==> src/rtl/clkdiv_pkg.sv <==
// Shared types and helpers for the run-time power-of-two clock divider.
`timescale 1ns/1ps
package clkdiv_pkg;

    localparam int SEL_W = 2;

    typedef enum logic [1:0] {
        IDLE = 2'd0,
        RUN  = 2'd1,
        PEND = 2'd2
    } state_t;

    // Divide ratio for a select value: 2^(cnt_w - sel).
    function automatic int unsigned div_of(input logic [SEL_W-1:0] sel, input int cnt_w);
        return 32'd1 << (cnt_w - int'(sel));
    endfunction

endpackage

==> src/rtl/clkdiv_counter.sv <==
// Divider counter: period counting, terminal-count detect and the registered divided clock.
`timescale 1ns/1ps
module clkdiv_counter
    import clkdiv_pkg::*;
#(
    parameter int CNT_W = 8
) (
    input  logic             clk,
    input  logic             rst_n,
    input  logic [SEL_W-1:0] sel,
    input  logic             run,
    input  logic             clr,
    output logic             tc,
    output logic             dclk
);

    logic [CNT_W-1:0] cnt;
    logic [CNT_W-1:0] cnt_next;
    logic [CNT_W-1:0] last;
    logic [CNT_W-1:0] half;
    int unsigned      div;

    always_comb begin
        div  = div_of(sel, CNT_W);
        last = CNT_W'(div - 32'd1);
        half = CNT_W'(div >> 1);
    end

    assign tc = run && (cnt == last);

    always_comb begin
        if (clr || !run || (cnt == last)) begin
            cnt_next = '0;
        end else begin
            cnt_next = cnt + CNT_W'(1);
        end
    end

    // dclk is decoded from the next count so it lines up with cnt yet comes straight off a flop.
    always_ff @(posedge clk or negedge rst_n) begin
        if (!rst_n) begin
            cnt  <= '0;
            dclk <= 1'b0;
        end else begin
            cnt  <= cnt_next;
            dclk <= (cnt_next >= half);
        end
    end

endmodule

==> src/rtl/clkdiv_ctrl.sv <==
// Divider controller: FSM, pending-select register and request handshake around clkdiv_counter.
`timescale 1ns/1ps
module clkdiv_ctrl
    import clkdiv_pkg::*;
#(
    parameter int         CNT_W   = 8,
    parameter logic [1:0] SEL_RST = 2'b00
) (
    input  logic             clk_i,
    input  logic             rstn_i,
    input  logic             en_i,
    input  logic             req_valid_i,
    input  logic [SEL_W-1:0] req_sel_i,
    output logic             req_ready_o,
    output logic             ack_o,
    output logic [SEL_W-1:0] sel_o,
    output logic             busy_o,
    output logic             dclk_o,
    output logic             tc_o
);

    state_t           state;
    state_t           state_next;
    logic [SEL_W-1:0] sel;
    logic [SEL_W-1:0] sel_next;
    logic [SEL_W-1:0] pend;
    logic             ack;
    logic             ack_set;
    logic             load_sel;
    logic             store;
    logic             accept;
    logic             run;
    logic             tc;

    assign req_ready_o = (state != PEND);
    assign busy_o      = (state == PEND);
    assign run         = (state != IDLE);
    assign accept      = req_valid_i && (state != PEND);

    always_ff @(posedge clk_i or negedge rstn_i) begin
        if (!rstn_i) begin
            state <= IDLE;
        end else begin
            state <= state_next;
        end
    end

    // Disable and ratio changes only leave RUN/PEND on a terminal-count cycle.
    always_comb begin
        state_next = state;
        unique case (state)
            IDLE: begin
                if (en_i) state_next = RUN;
            end
            RUN: begin
                if (accept && (req_sel_i != sel) && !tc) state_next = PEND;
                else if (tc && !en_i)                    state_next = IDLE;
            end
            PEND: begin
                if (tc) state_next = en_i ? RUN : IDLE;
            end
            default: state_next = IDLE;
        endcase
    end

    always_comb begin
        load_sel = 1'b0;
        sel_next = sel;
        store    = 1'b0;
        ack_set  = 1'b0;
        unique case (state)
            IDLE: begin
                if (accept) begin
                    load_sel = 1'b1;
                    sel_next = req_sel_i;
                    ack_set  = 1'b1;
                end
            end
            RUN: begin
                if (accept) begin
                    if (req_sel_i == sel) begin
                        ack_set = 1'b1;
                    end else if (tc) begin
                        load_sel = 1'b1;
                        sel_next = req_sel_i;
                        ack_set  = 1'b1;
                    end else begin
                        store = 1'b1;
                    end
                end
            end
            PEND: begin
                if (tc) begin
                    load_sel = 1'b1;
                    sel_next = pend;
                    ack_set  = 1'b1;
                end
            end
            default: ;
        endcase
    end

    always_ff @(posedge clk_i or negedge rstn_i) begin
        if (!rstn_i) begin
            sel  <= SEL_RST;
            pend <= '0;
            ack  <= 1'b0;
        end else begin
            ack <= ack_set;
            if (load_sel) sel  <= sel_next;
            if (store)    pend <= req_sel_i;
        end
    end

    clkdiv_counter #(
        .CNT_W(CNT_W)
    ) u_counter (
        .clk  (clk_i),
        .rst_n(rstn_i),
        .sel  (sel),
        .run  (run),
        .clr  (load_sel),
        .tc   (tc),
        .dclk (dclk_o)
    );

    assign tc_o  = tc;
    assign sel_o = sel;
    assign ack_o = ack;

endmodule
==> config.mk <==
export PLATFORM = sky130hd
export DESIGN_NAME = clkdiv_ctrl
export DESIGN_NICKNAME = d
export VERILOG_FILES = /design/src/rtl/clkdiv_pkg.sv /design/src/rtl/clkdiv_counter.sv /design/src/rtl/clkdiv_ctrl.sv
export SDC_FILE = /design/constraint.sdc
export NUM_CORES = 1
export LEC_CHECK = 0
export CAP_MARGIN = 10
export CORE_UTILIZATION = 53
export CTS_CLUSTER_DIAMETER = 120
export DETAILED_ROUTE_END_ITERATION = 10
export PLACE_DENSITY = 0.77
export REMOVE_ABC_BUFFERS = 1
export SLEW_MARGIN = 5
export SYNTH_ARGS = -nofsm -noshare
export SYNTH_HDL_FRONTEND = slang
export SYNTH_HIERARCHICAL = 1
export SYNTH_SLANG_ARGS = --single-unit
==> constraint.sdc <==
create_clock -name clk_i -period 3.5 [get_ports clk_i]
set_input_delay 0.7 -clock clk_i [delete_from_list [all_inputs] [get_ports clk_i]]
set_output_delay 0.7 -clock clk_i [all_outputs]
set_load 0.01 [all_outputs]
==> results of run 1 <==
==> placed cells by master (no fill, tap or decap), drive strengths merged, types with 2 or more instances in the layout <==
cell type      count
clkbuf             4
conb               4
nand2              7
nand2b             2
nand3              3
mux2               6
dfrtp             16
xor2               2
xnor2              8
nor2              11
inv                9
a21o               5
clkdlybuf4s50     12
a21oi              3
ha                 9
nand4              2
or2                2
==> area by class of cell <==
type	count	area [sq um]	area share (%)
tap	25	31.3	2.55
clock buffer	4	36.3	2.96
multi-input combinational	78	598	48.7
sequential	16	400	32.6
timing repair buffer	13	128	10.4
inverter	9	33.8	2.75
==> registers in the layout, summed over array words and instances, names as in the netlist <==
name / count
ack_o: 1
u_counter/dclk: 1
sel_o: 2
u_counter/cnt: 8
pend: 2
state: 2
==> where the power goes <==
| group | internal [mW] | switching (mW) |
|---|---|---|
| registers | 0.236 | 0.0584 |
| logic | 0.213 | 0.184 |
| clock network | 0.0635 | 0.0631 |
==> per-layer routing <==
layer	GRT usage (%)	wire length [microns]	vias up
met5	0	0	-
met4	8.82	15	0
met3	4.76	60	2
met2	31.5	819	15
met1	28.8	921	360
li1	-	-	387
==> worst max-delay path: cells and delay by family, from the launching register on <==
family	cells	cell delay, ns
AO/OA/AOI/OAI	7	1.28
XOR/XNOR	1	0.20
adder cells (fa/ha/maj)	1	0.26
buffers and inverters	3	0.31
flip-flops	1	0.49
multiplexers	1	0.24
AND/OR/NAND/NOR	2	0.29
==> path summary, 6_finish.rpt <==
kind | from | endpoint | cells past startpoint
max in group asynchronous | rstn_i | state[0] | 1
min reg2reg | u_counter/cnt[0] | u_counter/cnt[0] | 1
max reg2reg | sel_o[0] | u_counter/dclk | 15
max | sel_o[0] | u_counter/dclk | 15
min in group asynchronous | rstn_i | u_counter/cnt[7] | 1
min | u_counter/cnt[0] | u_counter/cnt[0] | 1
==> per-stage QoR <==
step                      setup TNS [ns]  instance area (sq um)  instances  total power, mW
after global routing                   0                   1230        145            0.889
after CTS                              0                   1230        145            0.824
after detailed placement               0                   1190        141            0.692
final                                  0                   1230        145            0.818
after global placement                 0                   1190        141            0.684
after floorplan                   -0.121                   1030        103            0.573
==> logic make-up (layout without fill, tap and decap cells) <==
family	Yosys count	count (layout)	synth area share [%]
other	2	4	0.733
and+or+nand+nor	32	32	15.1
xor gates and xnor gates	10	10	8.55
muxes	7	7	8.30
adders and majority gates	10	10	12.0
AOI/OAI and AO/OA	15	15	12.9
DFF	16	16	39.1
buffers and inverters	9	26	3.30
==> run metrics, run 1 <==
wire length of the first global-routing pass=3070 microns; Async SR Flop Fraction=100%; Netlist cell types=31; Slew HR=52.0%; die area=2110 sq um; Core Util, Final=69.6%; status=finished clean; # DRC=0; WS Path Type=flip-flop to flip-flop; Max Root-Sink Buffers=2; grt total ovfl=0; Setup Fix Bufs, Post-CTS=0; worst hold slack=0.517 ns; largest net degree at the start of global routing=17; GRT Total Usage=21.0%; area of the mapped netlist=1020 sq um; Final Slew Violations=0; count leader, synth=dfrtp_1; Main synth FF type=dfrtp_1; num ports=13; Worst Max-Slew Pin Slew=0.718 ns; Pleak=0.584 nW; post-cts resize count=0; synth cell count leaders=16 x dfrtp_1, 11 x nor2_1, 9 x ha_1, 9 x inv_1, 8 x xnor2_1; Starting Density=58.1%; Die H=46.0 microns; dpl ws=0.263 ns; GP Congestion=0.733; net count reported at finish=136; clk_skew=0.00515 ns; ratio of cells with drive above 1 in the final layout=11.7%; clk slew on worst S/H paths=0.10 ns; CP peak stage delay=0.49 ns; vias in the first global route=703; Area growth syn-to-layout=19.8%; highest-delay cell along the critical path=dfrtp_1; RSZ-0062 raised after global routing=no; critical path cell sequence=xor2_1 > a31oi_1 > nor4b_1 > buf_4 > mux2i_1 > o22a_4 > inv_1 > inv_1 > o311ai_4 > nor2_1 > ha_1 > a21o_1 > a21o_1 > a21oi_1 > o31ai_1; Max-Cap Viols=0; register bit total from synthesis=16; WP data required=3.69 ns; worst hold path type=flip-flop to flip-flop; critical path launch point type=flip-flop; H-tree depth=1; DRT Pass-1 Iters=4; Skew-Pair Late Insertion Delay=0.30 ns; R2R setup slack=0.31 ns; Crit. End Element=flip-flop; CTS tree=yes; Syn. warnings=6; FP Rows=15; Routed Antenna Nets=0; Setup Viol. Count Final=0; initial antenna violation count=0; filler cell count=157; Seq/Total Area, Yosys=39.1%; CP Max Fanout=8; hold buffer count at cts=0; total CTS buffers=3; f_max=0.313 GHz; core area=1760 sq um; Syn Area/Cell=10.1 sq um; final setup margin=0.307 ns; number of synthesized flops with an enable pin=0; post-DP HPWL=1400 microns; DRT Wirelength=1820 microns; synth top area cells=dfrtp_1 39%, ha_1 11%, xnor2_1 6.8%; final period utilization=91.2%; final worst path period need=3.19 ns; Final Hold Fails=0; port bufs=12; power density over cell area=666 nW/um^2; wire per inst=12.5 microns; via count=764; VDD IR max=0.460 mV; clk root buf=clkbuf_4; post-synth top area cell=dfrtp_1; die width=46.0 microns; Synth top area share=39.1%; post-synthesis cell count=101; CTS sink cnt=16; arrival time worst endpoint=3.38 ns; Via-to-Cell Ratio=5.27; Iter 0 DRT Violations=8; ant diodes=0
(Power assumes the default switching activity.)
==> inputs of run 2 (changes only) <==
--- a/config.mk
+++ b/config.mk
@@ -11,7 +11,7 @@
 export DETAILED_ROUTE_END_ITERATION = 10
 export PLACE_DENSITY = 0.77
 export REMOVE_ABC_BUFFERS = 1
-export SLEW_MARGIN = 5
+export SLEW_MARGIN = 15
 export SYNTH_ARGS = -nofsm -noshare
 export SYNTH_HDL_FRONTEND = slang
 export SYNTH_HIERARCHICAL = 1
==> results of run 2 <==
No change in the layout: final DEF, timing and power equal those of run 1.
==> inputs of run 3 (changes only) <==
--- a/config.mk
+++ b/config.mk
@@ -6,6 +6,7 @@
 export NUM_CORES = 1
 export LEC_CHECK = 0
 export CAP_MARGIN = 10
+export CORE_MARGIN = 10
 export CORE_UTILIZATION = 53
 export CTS_CLUSTER_DIAMETER = 120
 export DETAILED_ROUTE_END_ITERATION = 10
==> run 3 against run 2 <==
Utilization down 0.38 points. Clock power about the same. First-iteration DRC count grew to 3.8 times the previous value. Via count grew 0.13%. Routed wire length up 8.9%. Count of clock-buffer cells in the layout unchanged. Sequential share of layout area is 0.17 points lower. Combinational power rose by 1%. Register-to-register slack improved by 0.20 ns. Worst setup slack gained 0.20 ns. Largest power group unchanged.
==> run metrics, run 3 (synthesis results as in run 1) <==
Starting Density=57.5% (-0.61 points); hold buffer count at cts=0 (unchanged); Crit. End Element=flip-flop; most frequent cells in the layout=16 x dfrtp_1, 12 x clkdlybuf4s50_1, 11 x nor2_1; RSZ-0062 raised after global routing=no; Max Root-Sink Buffers=2 (unchanged); final setup margin=0.507 ns (+0.200 ns); Core Util, Final=69.2% (-0.38 points); Area growth syn-to-layout=20.4%; via count=765 (+0.13%); clk_skew=0.00187 ns (-0.00327 ns); grt total ovfl=0 (unchanged); Slew HR=54.0% (+2.0 points); WS Path Type=flip-flop to flip-flop; Pleak=0.585 nW (+0.17%); port bufs=12 (unchanged); commonest non-fill, non-tap cell in the layout=dfrtp_1; WP data required=3.68 ns (about the same); DRT Pass-1 Iters=4 (unchanged); # DRC=0 (unchanged); clk root buf=clkbuf_4; CTS tree=yes; core area=1780 sq um (+1.1%); DRT Wirelength=1980 microns (+8.9%); initial antenna violation count=0 (unchanged); Iter 0 DRT Violations=30 (+22); num ports=13 (unchanged); worst hold path type=flip-flop to flip-flop; Placed Instances=141 (unchanged); arrival time worst endpoint=3.17 ns (-0.21 ns); Finished Layout Cells=145 (unchanged); final worst path period need=2.99 ns (-0.200 ns); Max-Cap Viols=0 (unchanged); Reg with most FFs=u_counter/cnt; GRT Total Usage=10.8% (-10 points); GP Congestion=0.735 (+0.18%); worst hold slack=0.515 ns (-0.00259 ns); die area=4090 sq um (+94%); f_max=0.334 GHz (+6.7%); critical path launch point type=flip-flop; FP Rows=15 (unchanged); status=finished clean; VDD IR max=0.555 mV (+21%); H-tree depth=1 (unchanged); die width=64.0 microns (+39%); ratio of cells with drive above 1 in the final layout=12.5% (+0.83 points); wire length of the first global-routing pass=3640 microns (+19%); dpl ws=0.285 ns (+0.0222 ns); Skew-Pair Late Insertion Delay=0.28 ns (-0.02 ns); Setup Fix Bufs, Post-CTS=0 (unchanged); Die H=64.0 microns (+39%); ant diodes=0 (unchanged); clk slew on worst S/H paths=0.10 ns (about the same); Via-to-Cell Ratio=5.28 (+0.13%); total CTS buffers=3 (unchanged); Final Slew Violations=0 (unchanged); power density over cell area=665 nW/um^2 (-0.13%); Worst Max-Slew Pin Slew=0.688 ns (-0.0306 ns); post-DP HPWL=1590 microns (+13%); vias in the first global route=783 (+11%); largest net degree at the start of global routing=17 (unchanged); Routed Antenna Nets=0 (unchanged); CTS sink cnt=16 (unchanged); Final Hold Fails=0 (unchanged); Design Power=821 uW (+0.38%); wire per inst=13.6 microns (+8.9%); net count reported at finish=136 (unchanged); max reg flops=8 (unchanged); Setup Viol. Count Final=0 (unchanged); CP Max Fanout=8 (unchanged); final period utilization=85.5% (-5.7 points)
-- run 3: per-layer routing --
metal | global-route usage (%) | up-vias | wire length, microns
li1 | - | 388 | -
met3 | 3.66 | 2 | 111
met4 | 3.28 | 0 | 13
met1 | 14.4 | 357 | 966
met2 | 16.0 | 18 | 887
met5 | 0 | - | 0
-- run 3: path summary, 6_finish.rpt --
path                       cells past startpoint  slack, ns        endpoint      from
min in group asynchronous                      1       0.82        state[1]    rstn_i
setup / recovery                              15       0.51  u_counter/dclk  sel_o[0]
max in group asynchronous                      1       2.25  u_counter/dclk    rstn_i
setup reg to reg                              15       0.51  u_counter/dclk  sel_o[0]
hold / removal                                 1       0.51         pend[0]   pend[0]
hold reg to reg                                1       0.51         pend[0]   pend[0]
-- run 3: worst max-delay path, stage by stage, from the launching register on --
cell	delay (ns)
dfrtp_1	0.50
nand2_1	0.15
xnor2_1	0.21
nor4b_2	0.33
buf_4	0.20
inv_1	0.05
o22a_4	0.20
inv_1	0.05
inv_1	0.06
o311ai_4	0.11
nor2_1	0.13
ha_1	0.33
a21o_1	0.18
a21o_1	0.16
a21oi_1	0.14
o31ai_1	0.08
-- run 3: timing repair --
action | in CTS | in global routing
endpoints found under the setup margin | 0 | 1
endpoints found under the hold margin | 0 | 0
resized for setup | 0 | 1
-- run 3: per-stage QoR --
stage	TNS [ns]	instance area, sq um
detailed placement	0	1190
floorplan	-0.121	1030
CTS	0	1230
global placement	0	1190
global route	0	1230
finish	0	1230
-- run 3: report_power, final --
part           total, mW  switching [mW]  internal [mW]
Clock              0.124          0.0608         0.0633
Sequential         0.295          0.0587          0.236
Combinational      0.402           0.189          0.213
Total              0.821           0.308          0.513
-- run 3: area by class of cell --
| type | instances | area, sq um |
|---|---|---|
| Clock buffer | 4 | 36.3 |
| Fill cell | 142 | 549 |
| Inverter | 9 | 33.8 |
| Multi-Input combinational cell | 78 | 604 |
| Sequential cell | 16 | 400 |
| Tap cell | 25 | 31.3 |
| Timing Repair Buffer | 13 | 128 |
